===== src/rtl/alu_seg_scan_driver_pkg.sv =====
// alu_disp_pkg: shared definitions for the ALU 7-segment scan driver.
//  - Segment codes are {g,f,e,d,c,b,a}, active-low (0 = segment lit).
//  - scan_state_t: per-slot scan phase (anodes off, then digit lit).
//  - digit_idx_t : which of the four digits is being scanned (3 = status).
//  - alu_snap_t  : shadow copy of the ALU result captured on upd.
package alu_disp_pkg;

  localparam logic [6:0] SEG_0    = 7'h40;
  localparam logic [6:0] SEG_1    = 7'h79;
  localparam logic [6:0] SEG_2    = 7'h24;
  localparam logic [6:0] SEG_3    = 7'h30;
  localparam logic [6:0] SEG_4    = 7'h19;
  localparam logic [6:0] SEG_5    = 7'h12;
  localparam logic [6:0] SEG_6    = 7'h02;
  localparam logic [6:0] SEG_7    = 7'h78;
  localparam logic [6:0] SEG_8    = 7'h00;
  localparam logic [6:0] SEG_9    = 7'h10;
  localparam logic [6:0] SEG_E    = 7'h06;
  localparam logic [6:0] SEG_C    = 7'h46;
  localparam logic [6:0] SEG_DASH = 7'h3F;
  localparam logic [6:0] SEG_OFF  = 7'h7F;

  typedef enum logic {
    S_BLANK = 1'b0,
    S_ON    = 1'b1
  } scan_state_t;

  typedef logic [1:0] digit_idx_t;

  typedef struct packed {
    logic [3:0] h;
    logic [3:0] t;
    logic [3:0] o;
    logic       error;
    logic       carry_out;
    logic       overflow;
  } alu_snap_t;

endpackage


===== src/rtl/alu_seg_scan_driver_if.sv =====
// alu_seg_scan_driver_if: ALU result bus feeding the display driver.
//  h, t, o    : BCD hundreds/tens/ones digits (bit3 = MSB)
//  error      : invalid-opcode flag
//  carry_out  : carry/borrow flag
//  overflow   : overflow flag
//  upd        : capture strobe, snapshot all of the above
//  master = ALU side (drives), slave = display driver (samples).
interface alu_seg_scan_driver_if;
  logic [3:0] h;
  logic [3:0] t;
  logic [3:0] o;
  logic       error;
  logic       carry_out;
  logic       overflow;
  logic       upd;

  modport master (output h, t, o, error, carry_out, overflow, upd);
  modport slave  (input  h, t, o, error, carry_out, overflow, upd);
endinterface


===== src/rtl/alu_seg_scan_driver_bcd_to_seg.sv =====
// bcd_to_seg: combinational digit decoder for the scan driver.
//  nibble     in  4  digit value; 0-9 decode to numerals, 4'hE -> 'E', 4'hC -> 'C'
//  blank      in  1  show nothing (leading-zero / empty status digit)
//  force_dash in  1  show '-' (error or out-of-range digit); overrides blank
//  seg        out 7  {g,f,e,d,c,b,a}, active-low
module bcd_to_seg
  import alu_disp_pkg::*;
(
  input  logic [3:0] nibble,
  input  logic       blank,
  input  logic       force_dash,
  output logic [6:0] seg
);

  // Priority: dash, then blank, then glyph lookup.
  always_comb begin
    seg = SEG_OFF;
    if (force_dash) begin
      seg = SEG_DASH;
    end else if (blank) begin
      seg = SEG_OFF;
    end else begin
      case (nibble)
        4'd0:    seg = SEG_0;
        4'd1:    seg = SEG_1;
        4'd2:    seg = SEG_2;
        4'd3:    seg = SEG_3;
        4'd4:    seg = SEG_4;
        4'd5:    seg = SEG_5;
        4'd6:    seg = SEG_6;
        4'd7:    seg = SEG_7;
        4'd8:    seg = SEG_8;
        4'd9:    seg = SEG_9;
        4'hC:    seg = SEG_C;
        4'hE:    seg = SEG_E;
        default: seg = SEG_DASH;
      endcase
    end
  end

endmodule


===== src/rtl/alu_seg_scan_driver.sv =====
// alu_seg_scan_driver: 4-digit common-anode multiplexed 7-segment driver for the
// 4-bit ALU. Digit3 shows status (E / C / blank, dp = overflow), digits2..0 show
// the captured BCD value with leading-zero blanking.
//  clk    in   1  system clock
//  rst_n  in   1  synchronous active-low reset
//  alu    slave   ALU result bus (h, t, o, error, carry_out, overflow, upd)
//  seg    out  7  {g,f,e,d,c,b,a}, active-low, registered
//  dp     out  1  decimal point, active-low, registered
//  an     out  4  anodes, active-low, an[3] = status digit, registered
// Optional build macro ERR_BLINK_EN: blink the whole display while error is
// captured, toggling every BLINK_FRAMES frames. Without it the error display
// is steady.
module alu_seg_scan_driver
  import alu_disp_pkg::*;
#(
  parameter int REFRESH_DIV  = 50000,
  parameter int BLANK_CYC    = 500,
  parameter int BLINK_FRAMES = 64
) (
  input  logic                 clk,
  input  logic                 rst_n,
  alu_seg_scan_driver_if.slave alu,
  output logic [6:0]           seg,
  output logic                 dp,
  output logic [3:0]           an
);

  localparam int CNT_W = $clog2(REFRESH_DIV);
  localparam logic [CNT_W-1:0] CNT_LAST      = CNT_W'(REFRESH_DIV - 1);
  localparam logic [CNT_W-1:0] CNT_BLANK_END = CNT_W'(BLANK_CYC - 1);

  alu_snap_t        snap_r;
  logic [CNT_W-1:0] cnt_r;
  logic [CNT_W-1:0] cnt_nxt_s;
  scan_state_t      state_r;
  scan_state_t      state_nxt_s;
  digit_idx_t       idx_r;
  digit_idx_t       idx_nxt_s;
  logic             last_s;
  logic [3:0]       nib_s;
  logic             blank_s;
  logic             dash_s;
  logic             dp_s;
  logic [3:0]       an_on_s;
  logic [6:0]       seg_dec_s;
  logic             blink_mask_s;
  logic [6:0]       seg_r;
  logic             dp_r;
  logic [3:0]       an_r;

  assign seg = seg_r;
  assign dp  = dp_r;
  assign an  = an_r;

  // Shadow capture: display only follows the ALU on an explicit upd strobe.
  always_ff @(posedge clk) begin
    if (!rst_n) begin
      snap_r <= '0;
    end else if (alu.upd) begin
      snap_r <= '{h: alu.h, t: alu.t, o: alu.o, error: alu.error,
                  carry_out: alu.carry_out, overflow: alu.overflow};
    end else begin
      snap_r <= snap_r;
    end
  end

  // Next prescaler count, scan state and digit index.
  always_comb begin
    last_s      = (cnt_r == CNT_LAST);
    cnt_nxt_s   = last_s ? '0 : cnt_r + {{(CNT_W-1){1'b0}}, 1'b1};
    state_nxt_s = state_r;
    idx_nxt_s   = idx_r;
    case (state_r)
      S_BLANK: begin
        if (cnt_r == CNT_BLANK_END) begin
          state_nxt_s = S_ON;
        end else begin
          state_nxt_s = S_BLANK;
        end
      end
      S_ON: begin
        if (last_s) begin
          state_nxt_s = S_BLANK;
          idx_nxt_s   = idx_r + 2'd1;
        end else begin
          state_nxt_s = S_ON;
        end
      end
      default: state_nxt_s = S_BLANK;
    endcase
  end

  // Digit mux on the upcoming index so seg and an change on the same edge.
  always_comb begin
    nib_s   = snap_r.o;
    blank_s = 1'b0;
    dash_s  = 1'b0;
    case (idx_nxt_s)
      2'd0: begin
        nib_s  = snap_r.o;
        dash_s = snap_r.error || (snap_r.o > 4'd9);
      end
      2'd1: begin
        nib_s   = snap_r.t;
        dash_s  = snap_r.error || (snap_r.t > 4'd9);
        blank_s = (snap_r.h == 4'd0) && (snap_r.t == 4'd0);
      end
      2'd2: begin
        nib_s   = snap_r.h;
        dash_s  = snap_r.error || (snap_r.h > 4'd9);
        blank_s = (snap_r.h == 4'd0);
      end
      2'd3: begin
        nib_s   = snap_r.error ? 4'hE : 4'hC;
        blank_s = !snap_r.error && !snap_r.carry_out;
      end
      default: begin
        blank_s = 1'b1;
      end
    endcase
    dp_s    = !((idx_nxt_s == 2'd3) && snap_r.overflow);
    an_on_s = ~(4'b0001 << idx_nxt_s);
  end

  bcd_to_seg u_bcd_to_seg (
    .nibble     (nib_s),
    .blank      (blank_s),
    .force_dash (dash_s),
    .seg        (seg_dec_s)
  );

`ifdef ERR_BLINK_EN
  localparam int FRM_W = $clog2(BLINK_FRAMES + 1);
  localparam logic [FRM_W-1:0] FRM_LAST = FRM_W'(BLINK_FRAMES - 1);

  logic [FRM_W-1:0] frame_cnt_r;
  logic             blink_off_r;
  logic             wrap_s;

  // A frame completes when the status digit slot ends (idx 3 -> 0).
  assign wrap_s = (state_r == S_ON) && last_s && (idx_r == 2'd3);

  // Blink phase: frozen "on" while no error is captured.
  always_ff @(posedge clk) begin
    if (!rst_n) begin
      frame_cnt_r <= '0;
      blink_off_r <= 1'b0;
    end else if (!snap_r.error) begin
      frame_cnt_r <= '0;
      blink_off_r <= 1'b0;
    end else if (wrap_s) begin
      if (frame_cnt_r == FRM_LAST) begin
        frame_cnt_r <= '0;
        blink_off_r <= !blink_off_r;
      end else begin
        frame_cnt_r <= frame_cnt_r + {{(FRM_W-1){1'b0}}, 1'b1};
        blink_off_r <= blink_off_r;
      end
    end else begin
      frame_cnt_r <= frame_cnt_r;
      blink_off_r <= blink_off_r;
    end
  end

  assign blink_mask_s = snap_r.error && blink_off_r;
`else
  assign blink_mask_s = 1'b0;
`endif

  // Scan FSM with registered display outputs.
  always_ff @(posedge clk) begin
    if (!rst_n) begin
      cnt_r   <= '0;
      state_r <= S_BLANK;
      idx_r   <= 2'd0;
      seg_r   <= SEG_OFF;
      dp_r    <= 1'b1;
      an_r    <= 4'hF;
    end else begin
      cnt_r   <= cnt_nxt_s;
      state_r <= state_nxt_s;
      idx_r   <= idx_nxt_s;
      if ((state_nxt_s == S_ON) && !blink_mask_s) begin
        seg_r <= seg_dec_s;
        dp_r  <= dp_s;
        an_r  <= an_on_s;
      end else begin
        seg_r <= SEG_OFF;
        dp_r  <= 1'b1;
        an_r  <= 4'hF;
      end
    end
  end

endmodule


===== src/flat_wrapper.sv =====
// flat-port wrapper written by rule: the top's interface ports become plain ports
module alu_seg_scan_driver_flat import alu_disp_pkg::*;
#(
  parameter int REFRESH_DIV  = 50000,
  parameter int BLANK_CYC    = 500,
  parameter int BLINK_FRAMES = 64
)
  (clk, rst_n, seg, dp, an, alu_h, alu_t, alu_o, alu_error, alu_carry_out, alu_overflow, alu_upd);
  alu_seg_scan_driver_if alu_i ();
  input  logic clk;
  input  logic rst_n;
  output logic [6:0] seg;
  output logic dp;
  output logic [3:0] an;
  input wire logic [$bits(alu_i.h)-1:0] alu_h;
  input wire logic [$bits(alu_i.t)-1:0] alu_t;
  input wire logic [$bits(alu_i.o)-1:0] alu_o;
  input wire logic [$bits(alu_i.error)-1:0] alu_error;
  input wire logic [$bits(alu_i.carry_out)-1:0] alu_carry_out;
  input wire logic [$bits(alu_i.overflow)-1:0] alu_overflow;
  input wire logic [$bits(alu_i.upd)-1:0] alu_upd;
  assign alu_i.h = alu_h;
  assign alu_i.t = alu_t;
  assign alu_i.o = alu_o;
  assign alu_i.error = alu_error;
  assign alu_i.carry_out = alu_carry_out;
  assign alu_i.overflow = alu_overflow;
  assign alu_i.upd = alu_upd;
  alu_seg_scan_driver #(.REFRESH_DIV(REFRESH_DIV), .BLANK_CYC(BLANK_CYC), .BLINK_FRAMES(BLINK_FRAMES)) u_core (.clk(clk), .rst_n(rst_n), .alu(alu_i), .seg(seg), .dp(dp), .an(an));
endmodule

===== config.mk =====
export PLATFORM = sky130hd
export DESIGN_NAME = alu_seg_scan_driver_flat
export DESIGN_NICKNAME = d
export VERILOG_FILES = /design/src/rtl/alu_seg_scan_driver_pkg.sv /design/src/rtl/alu_seg_scan_driver_if.sv /design/src/rtl/alu_seg_scan_driver_bcd_to_seg.sv /design/src/rtl/alu_seg_scan_driver.sv /design/src/flat_wrapper.sv
export SDC_FILE = /design/constraint.sdc
export NUM_CORES = 1
export LEC_CHECK = 0
export CAP_MARGIN = 20
export CORE_AREA = 2 2 51 88
export CTS_BUF_LIST = sky130_fd_sc_hd__clkbuf_2
export DETAILED_ROUTE_END_ITERATION = 7
export DIE_AREA = 0 0 53 90
export DONT_BUFFER_PORTS = 1
export GPL_TIMING_DRIVEN = 1
export PLACE_DENSITY = 0.69
export SLEW_MARGIN = 0
export SYNTH_ARGS = -nofsm -noshare
export SYNTH_HDL_FRONTEND = slang
export SYNTH_SLANG_ARGS = --single-unit

===== constraint.sdc =====
create_clock -name clk -period 3.7 [get_ports clk]
set_input_delay 0.74 -clock clk [delete_from_list [all_inputs] [get_ports clk]]
set_output_delay 0.74 -clock clk [all_outputs]
set_load 0.005 [all_outputs]

==> results.txt <==
The clock root buffer was sky130_fd_sc_hd__clkbuf_2. Total power for the finished layout comes to 782 uW. The number of diodes added for antenna fixing came out at 0.

The CTS clock-pin slew for the worst setup and hold paths works out to 210 ps. In this run the most critical hold path is launched from u_core.snap_r[0]. The net count of the finished layout is 266. TritonCTS built the clock tree. The tools report the wire length after detailed routing as 4560 um. Among all flip-flop cells after synthesis, the most frequent one is sky130_fd_sc_hd__dfxtp_1. The final critical path time including I/O delays and setup was 3460 ps.

In the post-synthesis netlist, the biggest area contributors are sky130_fd_sc_hd__dfxtp_1 (43%), sky130_fd_sc_hd__mux2i_1 (7.5%), sky130_fd_sc_hd__ha_1 (7.0%). The average wire per standard cell is 16.0 um. The critical setup path kind was flop to flop. The final count of pins violating max slew was 0; the via count of the first global-routing pass was 1,666. Summing all multi-input logic gate instances after layout gives 1190 um^2. CTS saw 46 sinks.

The total area inside the core boundary comes to 4070 um^2. For this run, asynchronously set or reset flops after synthesis account for 0%. Input and output buffers added on the ports amount to 0. After synthesis, the mean cell area works out to 9.54 um^2. Of all nets on the critical path, the largest fanout is 5. For this block, the via count after detailed routing is 1,624.

The share of the clock period used by the worst path is 93.6%, and the leakage power summed over all cells is 0.000937 uW. Counting along the longest clock path gives a buffer depth of 2. The worst register-to-register path has a depth of 13.

The flip-flop and latch count after synthesis was 46; the number of H-tree levels was 2. The number of rows created at floorplan came out at 31. The run gives 30 as the total I/O pin count.

The cell area after synthesis was 2150 um^2; the worst IR drop on VDD was 0.225 mV. Clock skew on the completed layout was measured at 17.8 ps. For the sequential share of the synthesized area, the log shows 42.9%. The run gives 4010 ps as the critical path data required time. At the pin with the least slew margin, the transition time is 587 ps. In this run the biggest area consumer among cell types represents 42.9% of the synthesized area. The initial standard-cell utilization of the core is 52.7%, and the total die area is 4770 um^2. For this run the aggregate overflow at the end of global routing stands at 0.

The die is 53 um wide. The clock latency on the worst-skew pair was 390 ps. After synthesis, the most frequently instantiated cells are sky130_fd_sc_hd__dfxtp_1 (46), sky130_fd_sc_hd__nor2_1 (25), sky130_fd_sc_hd__nor2b_1 (17). In the final layout, the share of cells above drive strength 1 is 11.4%. The first global-routing pass estimated 7580 um of wire.

The run gives 42 as the unique cell type count in the Yosys netlist. The critical path starts at u_core.cnt_r[7]. In this run the power density over the cells is 339 nW/um^2.

The run gives 0 as the number of antenna violations at the first check in global routing. In the routed layout, each cell is associated on average with a via count of 5.70. In this run the critical register-to-register path is launched from u_core.cnt_r[7].

For the number of hold-slack violations in the final timing report, the log shows 0. Once detail routing completed, the nets flagged for antenna violations numbered 0. Data arrives at the worst endpoint at 3770 ps.

The HPWL after detailed placement is 3570 um. For the fill cell instance count of the final layout, the log shows 390. The detailed router finished its first iteration with 33 violations. Number of cells traversed by the worst hold path: 1. The type of origin of the critical path is a flop.

For the total of hold buffers inserted after clock tree synthesis, the log shows 0. In this run, synthesis inferred 0 flip-flops with an integrated enable. Entering global routing, the biggest net connects 22 pins. Most used standard cell by instance count after synthesis: sky130_fd_sc_hd__dfxtp_1. The count of max-cap constraint violations is 0. The tools report the number of CTS-inserted buffers as 5.

In this run the worst hold path is classified as flop to flop. Summing all flip-flop and latch instances after layout gives 921 um^2. Routability-driven placement finished with a final weighted congestion of 0.888.

The run gives 289 MHz as the fmax. For this run, the number of Yosys warnings is 0. The post-route DRC violation count was 0; the worst relative slew slack was 60.5%. Global routing consumed, over all layers together, 21.4% of the routing resources. The cell type contributing the most total cell area after synthesis was sky130_fd_sc_hd__dfxtp_1. The die is 90 um tall.

The logs give 225 for the gate count of the mapped netlist and 0 for the final-report setup violation count. The flow ran to the end, and the final reports show no timing, DRC or antenna violations. The run gives 255 as the total nets after synthesis.

Compared with the post-synthesis result, the final layout area differs by 7.52%. For this run, the detailed router's first-pass iteration total came to 4. The worst setup path is captured at a flop. The tools report the utilization after layout as 56.7%.
## area by class of cell
type / count / area share (%)
inverter: 7 / 1.14
tap: 49 / 2.66
clock buffer: 7 / 1.52
multi-input combinational: 166 / 51.5
sequential: 46 / 39.9
timing repair buffer: 10 / 3.25
## cells in the final DEF (no fill, tap or decap), types with 2 or more instances in the layout
cell,count
sky130_fd_sc_hd__xor2_1,8
sky130_fd_sc_hd__buf_4,10
sky130_fd_sc_hd__and3_1,5
sky130_fd_sc_hd__nor4_1,2
sky130_fd_sc_hd__nand3_1,8
sky130_fd_sc_hd__nand4_1,3
sky130_fd_sc_hd__nor2_1,25
sky130_fd_sc_hd__mux2_2,3
sky130_fd_sc_hd__nor3_1,3
sky130_fd_sc_hd__nor2b_1,17
sky130_fd_sc_hd__o21ai_0,4
sky130_fd_sc_hd__a211oi_1,3
sky130_fd_sc_hd__mux2i_1,16
sky130_fd_sc_hd__a21o_1,2
sky130_fd_sc_hd__o211ai_1,2
sky130_fd_sc_hd__a21oi_1,4
sky130_fd_sc_hd__o21ai_1,6
sky130_fd_sc_hd__or4_1,2
sky130_fd_sc_hd__ha_1,12
sky130_fd_sc_hd__clkbuf_2,7
sky130_fd_sc_hd__xnor2_1,7
sky130_fd_sc_hd__inv_1,7
sky130_fd_sc_hd__nand2_1,14
sky130_fd_sc_hd__or4b_1,2
sky130_fd_sc_hd__dfxtp_1,46
## power by group
group,switching (uW),internal (uW),total [uW],leakage (uW)
combinational,31.8,33.7,65.6,0.000533
clock,148,49.3,197,0.0000291
sequential,11.1,509,520,0.000375
total,191,592,782,0.000937
## critical path, stage by stage, from the launching register on
cell                       delay [ps]
sky130_fd_sc_hd__dfxtp_1          380
sky130_fd_sc_hd__or4b_1           560
sky130_fd_sc_hd__nor4_2           330
sky130_fd_sc_hd__nand3_1          160
sky130_fd_sc_hd__xor2_2           190
sky130_fd_sc_hd__inv_1            100
sky130_fd_sc_hd__ha_1             200
sky130_fd_sc_hd__buf_4            160
sky130_fd_sc_hd__a221oi_1         380
sky130_fd_sc_hd__o21ai_0          270
sky130_fd_sc_hd__buf_4            210
sky130_fd_sc_hd__a21o_1           180
sky130_fd_sc_hd__a21oi_1          170
sky130_fd_sc_hd__o21ai_1           70
## sequential cells by signal (all words and copies together) (netlist names)
register        count
u_core.an           4
u_core.idx_r        2
u_core.seg          7
u_core.state_r      1
u_core.cnt_r       16
u_core.snap_r      15
u_core.dp           1
## stage by stage
step | cells | setup WS [ps] | area, um^2 | TNS [ps] | hold WS (ps)
finish | 285 | 238 | 2310 | 0 | 422
CTS | 285 | 165 | 2290 | 0 | 424
detailed placement | 278 | 206 | 2260 | 0 | 380
floorplan | 225 | 224 | 2150 | 0 | 367
global route | 285 | -49.1 | 2310 | -66.1 | 424
global placement | 278 | 280 | 2260 | 0 | 380
## path summary, 6_finish.rpt
check	slack, ps	to
worst max register to register	240	u_core.seg[0]
worst min register to register	420	u_core.dp
worst max-delay path	240	u_core.seg[0]
worst min-delay path	420	u_core.dp
## cell families (layout without fill, tap and decap cells)
| group | Yosys count | in the layout | synth area share, % |
|---|---|---|---|
| AOI/OAI and AO/OA | 30 | 30 | 9.79 |
| adders and majority gates | 12 | 12 | 6.99 |
| buffers and inverters | 13 | 24 | 2.33 |
| muxes | 19 | 19 | 9.03 |
| DFF | 46 | 46 | 42.9 |
| xor gates and xnor gates | 16 | 16 | 6.53 |
| and+or+nand+nor | 89 | 89 | 22.4 |
## metal layers
metal	wire, um	vias to the layer above	GRT usage (%)
met5	0	-	0
met4	210	0	12.8
met3	172	16	5.48
met2	2640	35	39.4
met1	1530	771	19.2
li1	-	802	-
## repair_timing
item,in CTS,in global routing
resized for setup,0,2
buffers inserted,0,0
endpoints found under the setup margin,0,6
Power figures use the tool's default switching activity.
==> RTL change (same flow settings) <==
`REFRESH_DIV` is set to 50000 in 2 places; all go to 200000.
--- a/src/rtl/alu_seg_scan_driver.sv
+++ b/src/rtl/alu_seg_scan_driver.sv
@@ -13,7 +13,7 @@
 module alu_seg_scan_driver
   import alu_disp_pkg::*;
 #(
-  parameter int REFRESH_DIV  = 50000,
+  parameter int REFRESH_DIV  = 200000,
   parameter int BLANK_CYC    = 500,
   parameter int BLINK_FRAMES = 64
 ) (
--- a/src/flat_wrapper.sv
+++ b/src/flat_wrapper.sv
@@ -1,7 +1,7 @@
 // flat-port wrapper written by rule: the top's interface ports become plain ports
 module alu_seg_scan_driver_flat import alu_disp_pkg::*;
 #(
-  parameter int REFRESH_DIV  = 50000,
+  parameter int REFRESH_DIV  = 200000,
   parameter int BLANK_CYC    = 500,
   parameter int BLINK_FRAMES = 64
 )
Formal check against the unedited RTL: no difference found for any inputs over 10 cycles, from zero or initial values and one cycle with rst_n low; that may be too few to reach the edited logic, so the function may still have changed.
==> RTL change against the original RTL <==
- maximum frequency fell by 0.37%
- total power rose by 4.3%
- sequential share of layout area fell by 0.67 points
- die area did not move
- sequential cell count rose by 2
- combinational power rose by 2%
- count of clock-buffer cells in the layout fell by 2
- setup slack got worse by 0.013 ns
- final area rose by 6.1%
- routed wire length rose by 2.9%
- area after synthesis rose by 7.4%
- clock skew rose by 0.0050 ns
- largest cell class unchanged
==> RTL change: results (changes against the original RTL) <==
Final layout
  – Final std cells w/o fill: 302 (was 285)
  – Nets: 282 (was 266)
  – Share of layout cells above drive strength 1: 12.3% (was 11.4%)
  – Largest register FFs: 18 (was 16)

Critical path
  – Cell family with most CP delay: simple AND/OR/NAND/NOR gates (was compound AO/OA/AOI/OAI gates)
  – CP max stage cell: or4_4 (was or4b_1)
  – CP Max Fanout: 7 (was 5)
  – CP arrival: 3.80 ns (was 3.77 ns)

Clocking
  – H-Tree Depth: 2 (unchanged)
  – Cts bufs inserted: 5 (unchanged)
  – Clock-pin slew on the worst setup and hold paths: 0.23 ns (was 0.21 ns)

STA
  – Worst slew pin tran: 0.650 ns (was 0.587 ns)
  – Fin Clk Skew: 0.0228 ns (was 0.0178 ns)

Placed design
  – Setup WS pre-CTS: 0.0963 ns (was 0.206 ns)
  – Final GP Congestion: 0.845 (was 0.888)
  – Placed cell count: 294 (was 278)
  – Hpwl dp: 3600 um (was 3570 um)
  – I/O Buffers: 0 (unchanged)

Worst hold path
  – Min-delay worst type: reg2reg (unchanged)

Routing
  – DR iter-0 viols: 53 (was 33)
  – Drt pass-1 iters: 4 (unchanged)
  – DR WL/cell: 15.5 um (was 16.0 um)
  – Vias after detailed routing: 1,740 (was 1,624)

Synthesis
  – Sequential share of the synthesized area: 41.7% (was 42.9%)
  – Post-Syn Nets: 274 (was 255)
  – Unique cell type count in the Yosys netlist: 50 (was 42)
  – Post-synth top cells: dfxtp_1, nor2_1, nor2b_1 (unchanged)
  – FFs w/ async S/R, synth: 0% (unchanged)
  – Synth Instances: 244 (was 225)
  – Synth top area cells: dfxtp_1, mux2i_1, ha_1 (unchanged)

Power
  – Pint: 0.608 mW (was 0.592 mW)
  – Leakage power total: 0.955 nW (was 0.937 nW)

GRT
  – First-pass GRT wire length: 7520 um (was 7580 um)
  – Largest net degree at the start of global routing: 21 (was 22)
  – GRT Total Usage: 21.1% (was 21.4%)

Outcome
  – Outcome: complete, no violations (unchanged)
[RTL change: changes by cell type after synthesis, moves of 2 or more]
cell      delta
a21oi_1      +4
buf_2        +3
clkbuf_1     -2
dfxtp_1      +2
mux2_2       -2
nand2_1      +2
nand3_1      -3
nand4_1      +3
or3_1        +3
or4b_1       -2
[RTL change: area by class of cell]
type	count	area, sq um
fillers	369	1620
multi-input cells	180	1290
flip-flops and latches	48	961
repair buffers	9	67.6
well taps	49	61.3
inverters	8	30.0
clock buffers	5	25.0
clock inverters	3	18.8
[RTL change: cells by family after synthesis]
family          synth area share [%]
xor+xnor                        5.70
simple gates                    24.5
compound gates                  9.93
mux                             8.41
fa+ha+maj                       6.51
buf+inv                         3.31
flops                           41.7
[RTL change: final timing paths]
| check | end | slack, ns | cells past startpoint |
|---|---|---|---|
| setup / recovery | u_core.seg[6] | 0.23 | 12 |
| hold / removal | u_core.dp | 0.43 | 1 |
| setup reg to reg | u_core.seg[6] | 0.23 | 12 |
| hold reg to reg | u_core.dp | 0.43 | 1 |
[RTL change: power by group through the flow]
stage,sequential (mW),combinational [mW],clock (mW)
2_1_floorplan,0.549,0.0587,0
3_3_place_gp,0.552,0.0648,0
3_5_place_dp,0.552,0.0663,0
4_1_cts,0.542,0.0665,0.220
5_1_grt,0.544,0.0736,0.240
6_report,0.542,0.0667,0.207
[RTL change: routing by layer]
| metal | wire (um) | global-route usage [%] | up-vias |
|---|---|---|---|
| li1 | - | - | 866 |
| met1 | 1640 | 19.7 | 827 |
| met2 | 2750 | 40.3 | 35 |
| met3 | 144 | 4.49 | 12 |
| met4 | 155 | 9.40 | 0 |
| met5 | 0 | 0 | - |
[RTL change: what timing repair did]
action,CTS,global route
setup endpoints to repair,0,3
gates resized for setup,0,3
hold buffers,0,0
